### src/rtl/instr_fetch_unit.sv
// Instruction-fetch stage: owns the PC, issues one outstanding imem request at a time,
// handles branch/jump redirects and delivers instructions to decode over valid/ready.
module instr_fetch_unit #(
  parameter int unsigned             WORD_SIZE = 32,
  parameter logic [WORD_SIZE-1:0]    RESET_PC  = '0,
  parameter int unsigned             PC_STEP   = 4,
  parameter int unsigned             CNT_WIDTH = 16
) (
  input  logic                 clk,
  input  logic                 rst,
  output logic                 imem_req_valid,
  input  logic                 imem_req_ready,
  output logic [WORD_SIZE-1:0] imem_req_addr,
  input  logic                 imem_rsp_valid,
  input  logic [WORD_SIZE-1:0] imem_rsp_data,
  input  logic                 redirect_valid,
  input  logic [WORD_SIZE-1:0] redirect_pc,
  output logic                 out_valid,
  input  logic                 out_ready,
  output logic [WORD_SIZE-1:0] out_instr,
  output logic [WORD_SIZE-1:0] out_pc,
  output logic [WORD_SIZE-1:0] prog_count,
  output logic [CNT_WIDTH-1:0] fetch_count,
  output logic [CNT_WIDTH-1:0] stall_count
);

  typedef enum logic [1:0] {
    ST_IDLE = 2'd0,
    ST_REQ  = 2'd1,
    ST_WAIT = 2'd2,
    ST_HOLD = 2'd3
  } state_t;

  state_t                 state_q, state_d;
  logic [WORD_SIZE-1:0]   pc_q, pc_d;
  logic                   drop_q, drop_d;
  logic [WORD_SIZE-1:0]   instr_q, instr_d;
  logic [WORD_SIZE-1:0]   opc_q, opc_d;
  logic                   req_valid_q, out_valid_q;
  logic [CNT_WIDTH-1:0]   fetch_q, stall_q;
  logic                   fetch_inc, stall_inc;

  // State, PC and output registers; handshake flags are registered from the next state.
  always_ff @(posedge clk or negedge rst) begin
    if (!rst) begin
      state_q     <= ST_IDLE;
      pc_q        <= RESET_PC;
      drop_q      <= 1'b0;
      instr_q     <= '0;
      opc_q       <= '0;
      req_valid_q <= 1'b0;
      out_valid_q <= 1'b0;
    end else begin
      state_q     <= state_d;
      pc_q        <= pc_d;
      drop_q      <= drop_d;
      instr_q     <= instr_d;
      opc_q       <= opc_d;
      req_valid_q <= (state_d == ST_REQ);
      out_valid_q <= (state_d == ST_HOLD);
    end
  end

  // Next-state logic; drop marks an in-flight response that a redirect made stale.
  always_comb begin
    state_d   = state_q;
    pc_d      = pc_q;
    drop_d    = drop_q;
    instr_d   = instr_q;
    opc_d     = opc_q;
    fetch_inc = 1'b0;
    stall_inc = 1'b0;
    case (state_q)
      ST_IDLE: state_d = ST_REQ;
      ST_REQ: begin
        if (imem_req_ready) begin
          state_d = ST_WAIT;
          if (redirect_valid) begin
            drop_d = 1'b1;
            pc_d   = redirect_pc;
          end
        end else begin
          stall_inc = 1'b1;
          if (redirect_valid) pc_d = redirect_pc;
        end
      end
      ST_WAIT: begin
        stall_inc = 1'b1;
        if (redirect_valid) begin
          pc_d = redirect_pc;
          if (imem_rsp_valid) begin
            drop_d  = 1'b0;
            state_d = ST_REQ;
          end else begin
            drop_d = 1'b1;
          end
        end else if (imem_rsp_valid) begin
          if (drop_q) begin
            drop_d  = 1'b0;
            state_d = ST_REQ;
          end else begin
            instr_d = imem_rsp_data;
            opc_d   = pc_q;
            pc_d    = pc_q + WORD_SIZE'(PC_STEP);
            state_d = ST_HOLD;
          end
        end
      end
      ST_HOLD: begin
        if (out_ready) begin
          fetch_inc = 1'b1;
          state_d   = ST_REQ;
        end else begin
          stall_inc = 1'b1;
        end
        if (redirect_valid) begin
          pc_d    = redirect_pc;
          state_d = ST_REQ;
        end
      end
      default: state_d = ST_IDLE;
    endcase
  end

  // Saturating performance counters.
  always_ff @(posedge clk or negedge rst) begin
    if (!rst) begin
      fetch_q <= '0;
      stall_q <= '0;
    end else begin
      if (fetch_inc && (fetch_q != '1)) fetch_q <= fetch_q + CNT_WIDTH'(1);
      if (stall_inc && (stall_q != '1)) stall_q <= stall_q + CNT_WIDTH'(1);
    end
  end

  assign imem_req_valid = req_valid_q;
  assign imem_req_addr  = pc_q;
  assign prog_count     = pc_q;
  assign out_valid      = out_valid_q;
  assign out_instr      = instr_q;
  assign out_pc         = opc_q;
  assign fetch_count    = fetch_q;
  assign stall_count    = stall_q;

endmodule

### config.mk
export PLATFORM = sky130hd
export DESIGN_NAME = instr_fetch_unit
export DESIGN_NICKNAME = d
export VERILOG_FILES = /design/src/rtl/instr_fetch_unit.sv
export SDC_FILE = /design/constraint.sdc
export NUM_CORES = 1
export LEC_CHECK = 0
export BUFFER_PORTS_ARGS = -buffer_cell sky130_fd_sc_hd__buf_2
export CORE_MARGIN = 10
export CORE_UTILIZATION = 50
export CTS_BUF_LIST = sky130_fd_sc_hd__clkbuf_8
export CTS_CLUSTER_DIAMETER = 200
export CTS_CLUSTER_SIZE = 30
export DETAILED_ROUTE_END_ITERATION = 8
export PLACE_DENSITY_LB_ADDON = 0.3
export SYNTH_ARGS = -nofsm -noshare
export SYNTH_HDL_FRONTEND = slang
export SYNTH_SLANG_ARGS = --single-unit
### constraint.sdc
create_clock -name clk -period 2.75 [get_ports clk]
set_input_delay 0.55 -clock clk [delete_from_list [all_inputs] [get_ports clk]]
set_output_delay 0.55 -clock clk [all_outputs]
set_load 0.005 [all_outputs]
### Word-level counts from Yosys, hierarchy flattened

Cells that the tools add are included.

| operators by class | value |
|---|---|
| $add $sub $neg | 3 |
| multipliers | 0 |
| div/mod/pow operators | 0 |
| $lt $le $gt $ge | 0 |
| equal/unequal tests | 12 |
| shift operators | 0 |
| muxes and demuxes | 24 |
| bitwise logic cells | 2 |
| reductions and logical operators | 9 |

Operator list:

| kind | count |
|---|---|
| two-way mux 32 bit | 4 |
| case mux 32 bit (2 select lines) | 1 |
| adder 16 x 1 -> 16 bit, second input constant | 2 |
| adder 32 x 3 -> 32 bit, second input constant | 1 |
| inequality test 16 bit, second input constant | 2 |
| two-way mux 2 bit | 7 |
| AND reduction 4 bit | 3 |
| two-way mux 1 bit | 9 |
| case mux 2 bit (4 select lines) | 1 |
| == test 2 bit, second input constant | 3 |
| inequality test 3 bit, second input constant | 2 |
| == test 2 x 1 -> 1 bit, second input constant | 2 |
| inequality test 2 bit, second input constant | 2 |
| nonzero test 2 bit | 2 |
| case mux 1 bit (3 select lines) | 1 |
| logical AND 1 bit | 2 |
| logical NOT 2 bit | 1 |
| inequality test 2 x 1 -> 1 bit, second input constant | 1 |
| NOT 1 bit | 2 |
| case mux 1 bit (2 select lines) | 1 |
| OR reduction 2 bit | 1 |

| word-level totals | value |
|---|---|
| flip-flop bits (word level) | 133 |
| bits in latches | 0 |
| bits in writable memories | 0 |
| memory bits (read-only) | 0 |
| bits of input ports | 70 |
| output and inout bits | 162 |
| logic and storage cells | 59 |
| memories | 0 |

### Longest topological paths before layout

| depth | value |
|---|---|
| depth in word-level cells | 5 |
| gate-level depth with buffers | 9 |
| gate-level depth less buffers | 6 |

### Least setup slack after synthesis

Ideal clock, no wire load.

| timing path | value |
|---|---|
| path type | register -> register |
| from | register pc_q[2], in the netlist imem_req_addr[2] |
| to | register pc_q[30], in the netlist imem_req_addr[30] |
| library setup time | 132 ps |
| data arrival time | 1985 ps |
| data required time | 2618 ps |
| path slack | 633 ps |
| stages on the path, launching flop included | 8 |
| buffers on the path | 1 |
| period minus slack after synthesis | 2117 ps |
| cell sequence | dfrtp_1 ha_1 nand3_1 or4_1 clkbuf_2 or2_2 nor4_1 a211oi_1 |

| on the way | value |
|---|---|
| word-level cells in the longest chain between the ends | 5 |

Ends and longest elaborated chain:

| element | RTL line | RTL |
|---|---|---|
| start: declaration | 35 | `logic [WORD_SIZE-1:0] pc_q, pc_d;` |
| start signal: assignment | 55 | `pc_q <= pc_d;` |
| adder 32 x 3 -> 32 bit | 104 | `pc_d = pc_q + WORD_SIZE'(PC_STEP);` |
| two-way mux 32 bit | 98 | `if (drop_q) begin` |
| two-way mux 32 bit | 97 | `end else if (imem_rsp_valid) begin` |
| two-way mux 32 bit | 89 | `if (redirect_valid) begin` |
| case mux 32 bit (2 select lines) | 73 | `case (state_q)` |

Every way passes these cells. The select of a mux whose other input is x is not followed.
A chain may end at the register's enable or synchronous reset.

### Final worst setup path

| timing path | value |
|---|---|
| from | register pc_q[2], in the netlist imem_req_addr[2] |
| to | register pc_q[28], in the netlist imem_req_addr[28] |

The elaborated chain is that of the path after synthesis.

==> results.md <==
- Status: completed
- Vias: ~5700
- Arrival time of the worst setup path: 2.69 ns
- Max incr delay on CP: ~0.7 ns
- Tmin final: about 2.4 ns
- CTS buffer count: 17
- Post-synthesis sequential area ratio: 0.5318
- CP max FO: 8
- WL final: 18.51 mm
- VDD IR-drop max: 0.5754 mV
- Post-route clock period utilization: 0.8604
- CTS tree: done
- DP Wirelength: approximately 14 mm
- Iter 0 DRT Violations: 351
- Number of library cell types mapped by synthesis: between 40 and 50
- Setup crit end kind: register
- Post-Synthesis Cells: about 700
- FF-to-FF setup slack: roughly 0.38 ns
- Fin util: 0.6408
- Worst-skew pair later-pin latency: 0.42 ns
- FP Rows: 40
- Layout area overhead: 24.01%
- Max-Cap Viols: 0
- FF+latch count, synth: roughly 130
- # nets final: just under 1000
- Gpl congestion: roughly 0.88
- Syn Nets: 774
- Design area: approximately 0.0078 mm^2
- Filler cell count: between 1000 and 1500
- Slew headroom: 0.5007
- CP Data Required Time: between 3 and 4 ns
- Worst R2R End: imem_req_addr[28]
- I/O pins: between 200 and 250
- Starting Density: 0.5167
- CP cell instances: ha_1, nand3_1, or4_1, nor4_1, nor3_1, a311oi_1
- First-pass GRT wire length: around 30 mm
- Min-Delay Path Depth: 3
- Clock Skew: 0.007842 ns
- Syn Area/Cell: a little under 9 um^2
- Lkg Pwr: 4.045 nW
- Pre-antenna DRT Iters: 5
- Fmax: between 0.4 and 0.5 GHz
- Power per cell area: just over 1000 mW/mm^2
- Syn. warnings: 0
- Most frequent cells in the layout: 230 x buf_2, 228 x nand2_1, 133 x dfrtp_1, 31 x a21oi_1, 28 x nand3_1
- Buf/Inv on CP: 0
- Clock buffer depth: 2
- Die Y-Extent: roughly 130 um
- Final hold vios: 0
- RSZ-0062 raised after global routing: no
- Top delay family on crit path: simple AND/OR/NAND/NOR gates
- Setup tns final: 0 ns
- Total grt overflow: 0
- Largest net degree at the start of global routing: 66
- Vias per cell: approximately 5.3
- Clock Tree Root: clkbuf_8
- Reg clk slew, reported paths: about 0.070 ns
- H-Tree Depth: 4
- Post-CTS Hold Buffers: 1
- Top FF cell, synth: dfrtp_1
- R2R depth: 6
- Hold Crit Start: imem_rsp_data[25]
- Post-route DRC: 0
- Post-CTS Setup Inserts: 0
- Clock sinks: 133
- Die area: around 0.017 mm^2
- Slowest stage cell on the critical path: or4_1
- Commonest non-fill, non-tap cell in the layout: buf_2
- Mapped cell area: roughly 0.0063 mm^2
- Layout cells sized above 1: 0.3147
- CTS resizes: 0
- Final Max Slew Viols: 0
- Ys async rst share: 1.000
- Vias in the first global route: 5741
- Min-Delay Path Class: input pin to register
- Final setup violation count: 0
- Initial antenna violation count: 3
- Placed inst area: ~0.0074 mm^2
- CORE AREA: 0.01211 mm^2
- Detail Route Antenna Nets: 0
- Port bufs: approximately 230
- Reg2reg start: imem_req_addr[2]
- Crit Path Class: register to register
- CP Launch Type: register
- Worst min-delay path endpoint: out_instr[25]
- Gr usage total: 0.2085
- EDFF count, synth: 0
- Drt wl/cell: ~17 um
- Die width: between 100 and 150 um
- Worst Tran Pin Value: approximately 0.74 ns
-- state kept, by name, indices dropped and copies added (netlist names) --
name,flops
stall_count,16
imem_req_addr,32
drop_q,1
out_instr,32
out_valid,1
out_pc,32
state_q,2
imem_req_valid,1
fetch_count,16
-- worst min-delay path, stage by stage --
cell     delay, ns
buf_2         0.07
nand2_1       0.04
nand2_1       0.04
-- cells in the mapped netlist, drive strengths merged, types with 2 or more instances --
library cell / number / area share
a211o: 2 / 0.0028
or3: 10 / 0.010
a21oi: 31 / 0.025
nand4: 8 / 0.0080
o31ai: 2 / 0.0024
a32oi: 2 / 0.0028
mux2: 3 / 0.0054
or4: 5 / 0.0060
o32ai: 2 / 0.0028
nand2: 229 / 0.14
nor2: 22 / 0.013
nand2b: 2 / 0.0032
o22ai: 11 / 0.011
dfrtp: 133 / 0.53
clkbuf: 26 / 0.016
a31oi: 4 / 0.0040
inv: 11 / 0.0066
o21ai: 23 / 0.018
ha: 3 / 0.0060
a2bb2oi: 4 / 0.0056
nor3b: 4 / 0.0048
nor4: 10 / 0.010
a41oi: 2 / 0.0028
a311oi: 7 / 0.0098
xnor2: 15 / 0.021
nor2b: 2 / 0.0020
nor3: 19 / 0.015
and3: 9 / 0.0090
nand3: 30 / 0.026
a211oi: 6 / 0.0072
or2: 4 / 0.0040
xor2: 12 / 0.017
buf: 40 / 0.044
-- where the power goes --
part / switching (W) / internal, W
logic: 0.00162 / 0.00133
clock network: 0.000698 / 0.000688
registers: 0.000807 / 0.00274
-- metal layers --
metal | part of all wire | vias up | track usage
met1 | 0.44 | 2683 | 0.2643
met3 | 0.075 | 14 | 0.06669
li1 | - | 2754 | -
met5 | 0.00038 | - | 0
met4 | 0.014 | 2 | 0.07849
met2 | 0.47 | 245 | 0.3244
-- per-stage QoR --
step                cells  total power (W)  hold WS (ns)  setup slack, ns
finish               1083         0.007877        0.3139           0.3840
global route         1082         0.008536        0.2969           0.1870
CTS                  1080         0.007984        0.2735           0.4020
detailed placement   1049         0.006560        0.4566           0.4246
global placement     1049         0.006484        0.4524           0.4772
floorplan             701         0.005147        0.2544           0.6328
-- worst max-delay path by stage --
| stage | from | endpoint | depth (start not counted) |
|---|---|---|---|
| detailed placement | imem_req_addr[2] | imem_req_addr[28] | 6 |
| global route | imem_req_addr[2] | imem_req_addr[28] | 6 |
| finish | imem_req_addr[2] | imem_req_addr[28] | 6 |
| global placement | imem_req_addr[2] | imem_req_addr[28] | 6 |
| floorplan | imem_req_addr[2] | imem_req_addr[30] | 7 |
| CTS | imem_req_addr[2] | imem_req_addr[28] | 6 |
-- cell families (layout without fill, tap and decap cells) --
kind of cell             after synthesis  in the layout  share of synthesized area
buffers and inverters                 77            288                    0.06657
flip-flops                           133            133                     0.5318
adder cells (fa/ha/maj)                3              3                   0.005998
AND/OR/NAND/NOR                      358            358                     0.2533
multiplexers                           3              3                   0.005397
XOR/XNOR                              27             27                    0.03779
AO/OA/AOI/OAI                        100            100                    0.09916
other                                  0              3                          0
-- layout make-up --
class                   count  area, um^2  share of cell area
diodes                      3       7.507           0.0009673
clock buffers              21       289.0             0.03724
clock inverters             9       40.04            0.005159
inverters                  11       41.29            0.005320
multi-input cells         491        2535              0.3266
flip-flops and latches    133        3328              0.4288
well taps                 168       210.2             0.02708
repair buffers            247        1310              0.1688
No activity file was read; power rests on OpenSTA's default activity.
